## src/rtl/dmem_access.sv

```systemverilog
// MEM-stage data-SRAM access unit: one req/addr_ok/data_ok transaction per load/store, with pipeline stall.
// Optional misalignment trapping is enabled by defining DMEM_ADDR_CHECK_EN.
module dmem_access (
    input  logic        clk,
    input  logic        rst,
    input  logic        memenM,
    input  logic        memwriteM,
    input  logic [7:0]  alucontrolM,
    input  logic [31:0] aluoutM,
    input  logic [31:0] writedataM,
    input  logic        flushM,
    input  logic        stall_other,
    output logic        data_sram_req,
    output logic        data_sram_wr,
    output logic [1:0]  data_sram_size,
    output logic [31:0] data_sram_addr,
    output logic [3:0]  data_sram_wstrb,
    output logic [31:0] data_sram_wdata,
    input  logic        data_sram_addr_ok,
    input  logic        data_sram_data_ok,
    input  logic [31:0] data_sram_rdata,
    output logic [31:0] readdatatmpM,
    output logic        adelM,
    output logic        adesM,
    output logic        dmem_stallM
);

    localparam logic [7:0] EXE_LB_OP  = 8'b1110_0000;
    localparam logic [7:0] EXE_LBU_OP = 8'b1110_0100;
    localparam logic [7:0] EXE_LH_OP  = 8'b1110_0001;
    localparam logic [7:0] EXE_LHU_OP = 8'b1110_0101;
    localparam logic [7:0] EXE_LW_OP  = 8'b1110_0011;
    localparam logic [7:0] EXE_SB_OP  = 8'b1110_1000;
    localparam logic [7:0] EXE_SH_OP  = 8'b1110_1001;
    localparam logic [7:0] EXE_SW_OP  = 8'b1110_1011;

    typedef enum logic [1:0] {
        ST_IDLE = 2'd0,
        ST_ADDR = 2'd1,
        ST_DATA = 2'd2,
        ST_DONE = 2'd3
    } state_t;

    state_t      r_state;
    state_t      w_state_nxt;
    logic        r_discard;
    logic        w_discard_nxt;
    logic [31:0] r_rdata;

    logic [1:0]  w_size;
    logic        w_half_op;
    logic        w_word_op;
    logic        w_adel;
    logic        w_ades;
    logic        w_start;
    logic        w_busy;
    logic        w_discard_now;
    logic        w_dok;
    logic        w_capture;
    logic [3:0]  w_wstrb;
    logic [31:0] w_wdata;

    // Op decode: access size and whether the op carries an alignment requirement
    always_comb begin
        w_size    = 2'd2;
        w_half_op = 1'b0;
        w_word_op = 1'b0;
        case (alucontrolM)
            EXE_LB_OP, EXE_LBU_OP, EXE_SB_OP: begin
                w_size = 2'd0;
            end
            EXE_LH_OP, EXE_LHU_OP, EXE_SH_OP: begin
                w_size    = 2'd1;
                w_half_op = 1'b1;
            end
            EXE_LW_OP, EXE_SW_OP: begin
                w_size    = 2'd2;
                w_word_op = 1'b1;
            end
            default: begin
                w_size = 2'd2;
            end
        endcase
    end

`ifdef DMEM_ADDR_CHECK_EN
    // Misalignment detection: halfword needs addr[0]==0, word needs addr[1:0]==0
    always_comb begin
        w_adel = 1'b0;
        w_ades = 1'b0;
        if (memenM && ((w_half_op && aluoutM[0]) || (w_word_op && (aluoutM[1:0] != 2'b00)))) begin
            w_adel = ~memwriteM;
            w_ades = memwriteM;
        end else begin
            w_adel = 1'b0;
            w_ades = 1'b0;
        end
    end
`else
    assign w_adel = 1'b0 & w_half_op & w_word_op;
    assign w_ades = 1'b0;
`endif

    // Store lane formatting: strobes from size/offset, data replicated across lanes
    always_comb begin
        w_wstrb = 4'b0000;
        w_wdata = writedataM;
        case (w_size)
            2'd0: begin
                w_wstrb = 4'b0001 << aluoutM[1:0];
                w_wdata = {4{writedataM[7:0]}};
            end
            2'd1: begin
                w_wstrb = aluoutM[1] ? 4'b1100 : 4'b0011;
                w_wdata = {2{writedataM[15:0]}};
            end
            default: begin
                w_wstrb = 4'b1111;
                w_wdata = writedataM;
            end
        endcase
        if (!memwriteM) begin
            w_wstrb = 4'b0000;
        end else begin
            w_wstrb = w_wstrb;
        end
    end

    assign w_busy        = (r_state == ST_ADDR) || (r_state == ST_DATA);
    // A flush while a transaction is in flight takes effect in the same cycle
    assign w_discard_now = r_discard | (flushM & w_busy);
    assign w_dok         = (r_state == ST_DATA) & data_sram_data_ok;
    assign w_capture     = w_dok & ~w_discard_now;
    assign w_start       = memenM & ~flushM & ~w_adel & ~w_ades & (r_state == ST_IDLE) & ~r_discard;

    // Next-state and discard-flag logic
    always_comb begin
        w_state_nxt   = r_state;
        w_discard_nxt = r_discard;
        case (r_state)
            ST_IDLE: begin
                if (w_start) begin
                    w_state_nxt = data_sram_addr_ok ? ST_DATA : ST_ADDR;
                end else begin
                    w_state_nxt = ST_IDLE;
                end
            end
            ST_ADDR: begin
                if (data_sram_addr_ok) begin
                    w_state_nxt = ST_DATA;
                end else begin
                    w_state_nxt = ST_ADDR;
                end
            end
            ST_DATA: begin
                if (data_sram_data_ok) begin
                    if (w_discard_now || !stall_other) begin
                        w_state_nxt = ST_IDLE;
                    end else begin
                        w_state_nxt = ST_DONE;
                    end
                end else begin
                    w_state_nxt = ST_DATA;
                end
            end
            ST_DONE: begin
                if (!stall_other) begin
                    w_state_nxt = ST_IDLE;
                end else begin
                    w_state_nxt = ST_DONE;
                end
            end
            default: begin
                w_state_nxt = ST_IDLE;
            end
        endcase
        if (w_dok) begin
            w_discard_nxt = 1'b0;
        end else if (w_busy && flushM) begin
            w_discard_nxt = 1'b1;
        end else begin
            w_discard_nxt = r_discard;
        end
    end

    // State, discard flag and read-data register
    always_ff @(posedge clk) begin
        if (rst) begin
            r_state   <= ST_IDLE;
            r_discard <= 1'b0;
            r_rdata   <= 32'h0000_0000;
        end else begin
            r_state   <= w_state_nxt;
            r_discard <= w_discard_nxt;
            if (w_capture) begin
                r_rdata <= data_sram_rdata;
            end
        end
    end

    // Bus request and stall outputs, forced low while in reset
    always_comb begin
        data_sram_req = 1'b0;
        dmem_stallM   = 1'b0;
        if (rst) begin
            data_sram_req = 1'b0;
            dmem_stallM   = 1'b0;
        end else begin
            data_sram_req = ((r_state == ST_IDLE) & w_start) | (r_state == ST_ADDR);
            if (w_discard_now) begin
                dmem_stallM = memenM & ~flushM;
            end else begin
                dmem_stallM = ((r_state == ST_IDLE) & w_start) | (r_state == ST_ADDR)
                            | ((r_state == ST_DATA) & ~data_sram_data_ok);
            end
        end
    end

    assign adelM           = w_adel & ~rst;
    assign adesM           = w_ades & ~rst;
    assign data_sram_wr    = memwriteM;
    assign data_sram_size  = w_size;
    assign data_sram_addr  = aluoutM;
    assign data_sram_wstrb = w_wstrb;
    assign data_sram_wdata = w_wdata;
    assign readdatatmpM    = w_capture ? data_sram_rdata : r_rdata;

endmodule

```

## config.mk

```make
export PLATFORM = sky130hd
export DESIGN_NAME = dmem_access
export DESIGN_NICKNAME = d
export VERILOG_FILES = /design/src/rtl/dmem_access.sv
export SDC_FILE = /design/constraint.sdc
export NUM_CORES = 1
export LEC_CHECK = 0
export BUFFER_PORTS_ARGS = -buffer_cell sky130_fd_sc_hd__buf_2
export CORE_AREA = 3 3 84 86
export DETAILED_ROUTE_END_ITERATION = 10
export DIE_AREA = 0 0 87 89
export PLACE_DENSITY = 0.8
export REMOVE_ABC_BUFFERS = 1
export SETUP_SLACK_MARGIN = 0.05
export SYNTH_ARGS = -nofsm -noshare
export SYNTH_HDL_FRONTEND = slang
export SYNTH_SLANG_ARGS = --single-unit
```

## constraint.sdc

```tcl
create_clock -name clk -period 6.1 [get_ports clk]
set_clock_uncertainty 0.05 [all_clocks]
set_input_delay 1.83 -clock clk [delete_from_list [all_inputs] [get_ports clk]]
set_output_delay 1.83 -clock clk [all_outputs]
set_load 0.03 [all_outputs]
```

==> metrics.csv <==
metric,value,unit
place_inst,486,
hold_violations,0,
pwr-share-seq,43.5,%
crit_path_start_kind,input pin,
clock_power_share,28.9,%
drt-pass1-iter-count,4,
track_usage,20.71,%
power.internal,0.0003597,W
ff_latch_area,700.7,sq um
finalSetupViolCount,0,
antenna_found_initial,4,
clkSinkCount,35,
power_density,179.7,nW/um^2
final_cell_mix,"buf_2, o21ai_0, dfxtp_1",
core,6350,sq um
slew_headroom,39.46,%
swShare,32.91,%
wl_met1,3.158,mm
outcome,completed,
port_buffers,156,
worstSkewPairLatency,280,ps
vias,2628,
io_pins,219,
ys_ff_latch,35,
postCtsSetupRepairBufs,0,
fmax,0.1871,GHz
route.detailed.drc,0,
path_buf_inv,2,
final_common_cell,buf_2,
cp.required,4220,ps
rsz0062_at_grt,no,
drt_iter0_drc,100,
ys_seq_area_share,28.97,%
fillers,647,
critPathTopFamily,simple AND/OR/NAND/NOR gates,
switchingPower,0.0001764,W
slowest_delay,710,ps
grt_pass1_vias,2412,
period_needed,5345,ps
dp_hpwl,6.637,mm
die-area,7743,sq um
overflow,0,
antenna_left,0,
final_nets,532,
synth.distinct_cells,36,
met2WireLength,3.556,mm
p_comb_share,27.6,%
layout-area-overhead-vs-synth,23.33,%
drt_wl_total,8.321,mm
wl_met3,1.280,mm
max-vdd-ir-drop,0.1562,mV
cts_buffers,5,
grt_max_degree,39,
drive_above_1_share,44.34,%
die_width,87,um
leakagePower,1.619,nW
drv_cap,0,
worst_pin_slew,905.8,ps
syn_inst,313,
crit_top_cell,buf_2,
worstHoldStart,r_rdata[7]$_SDFF_PP0_,
htreeDepth,2,
yosysWarnings,0,
die_h,89,um
cts_hold_buf,0,
synthArstFlopShare,0,%
cts_tree,yes,
multiInputGateArea,1295,sq um
crit_arrival,3460,ps
grt_pass1_wl,12.24,mm
end_kind,output pin,
worstReg2RegStart,r_state[0]$_SDFF_PP0_,
diodes,0,
start_util,38.09,%
synthFlopType,dfxtp_1,
cts_root_buf,clkbuf_8,
cp_max_fo,22,
fin_cells,492,
crit_path_start,alucontrolM[2],
path_clk_slew,60,ps
finalCritPeriodShare,87.62,%
cts.path.max_buffers,2,
power.total,0.0005361,W
syn-cell-area,2419,sq um
synth_area_per_cell,7.727,sq um
wire_per_inst,16.91,um
cts.repair.resized,0,
synth_edf_count,0,
gp_congestion,0.8120,
slew_viol_final,0,
holdCritPathClass,reg2reg,
top_layer,met5,
crit_type,in2out,
cp_cell_sequence,buf_2 -> a21o_1 -> or2_1 -> mux2_2 -> buf_2,
critPathSlowestCell,or2_1,
fin_tns_setup,0,ps
via_per_inst,5.341,
rows,29,
[worst min-delay path, delay by kind of cell (launching register included)]
family | cells | cell delay [ps]
DFF | 1 | 290
AOI/OAI and AO/OA | 2 | 160
[synthesized netlist by cell type, drive strengths merged, types with 3 or more instances]
library cell	count	share of area, %
clkbuf	17	2.6
nand2	34	5.3
mux2i	8	3.3
mux2	16	8.4
dfxtp	35	29
buf	47	15
o21a	4	1.2
a21oi	34	7.2
o21ai	49	10
ha	4	2.1
nor2b	3	0.78
a21o	3	0.93
inv	3	0.47
nor2	7	1.1
nand3	32	6.6
[state kept, by name, summed over array words and instances, names as in the netlist]
register and cells:
r_rdata 32, r_discard 1, r_state 2
[layer usage]
metal,up-vias,GRT usage (%)
met4,10,6.799
met2,174,31.82
met3,28,12.53
li1,1248,-
met5,-,3.896
met1,1168,23.63
[power groups by stage]
stage	Sequential [W]	Clock, W	Combinational, W
final	0.000233	0.000155	0.000148
after global routing	0.000233	0.000171	0.000160
after CTS	0.000233	0.000160	0.000149
after detailed placement	0.000238	0	0.000148
after global placement	0.000238	0	0.000146
after floorplan	0.000238	0	0.0000750
[metrics by stage]
stage,utilization [%],hold slack (ps),cell area [sq um],worst slack [ps]
after floorplan,-,416.8,1999,747.3
after global placement,45.77,433.4,2907,833.5
after detailed placement,45.77,440.2,2907,793.2
after CTS,46.98,449.4,2983,778.8
after global routing,46.98,476.3,2983,670.0
final,46.98,449.0,2983,755.4
[logic make-up (layout without fill, tap and decap cells)]
family / count (synthesis) / count (layout) / share of synthesized area, %
compound gates: 96 / 96 / 21.42
fa+ha+maj: 4 / 4 / 2.069
buf+inv: 67 / 168 / 17.95
flops: 35 / 35 / 28.97
mux: 24 / 24 / 11.69
other cells: 1 / 2 / 0.1551
simple gates: 86 / 86 / 17.74
[final timing paths]
| path | end | slack [ps] | cells after the start |
|---|---|---|---|
| setup / recovery | data_sram_wdata[21] | 760 | 5 |
| hold / removal | r_rdata[7]$_SDFF_PP0_ | 450 | 2 |
| setup reg to reg | r_rdata[29]$_SDFF_PP0_ | 3990 | 5 |
| hold reg to reg | r_rdata[7]$_SDFF_PP0_ | 450 | 2 |
[area by class of cell]
class	count	area share, %
well taps	77	3.230
flip-flops and latches	35	23.49
repair buffers	159	26.93
multi-input cells	212	43.41
clock buffers	5	2.307
inverters	3	0.3775
clock inverters	1	0.2517
Power figures use the tool's default switching activity.
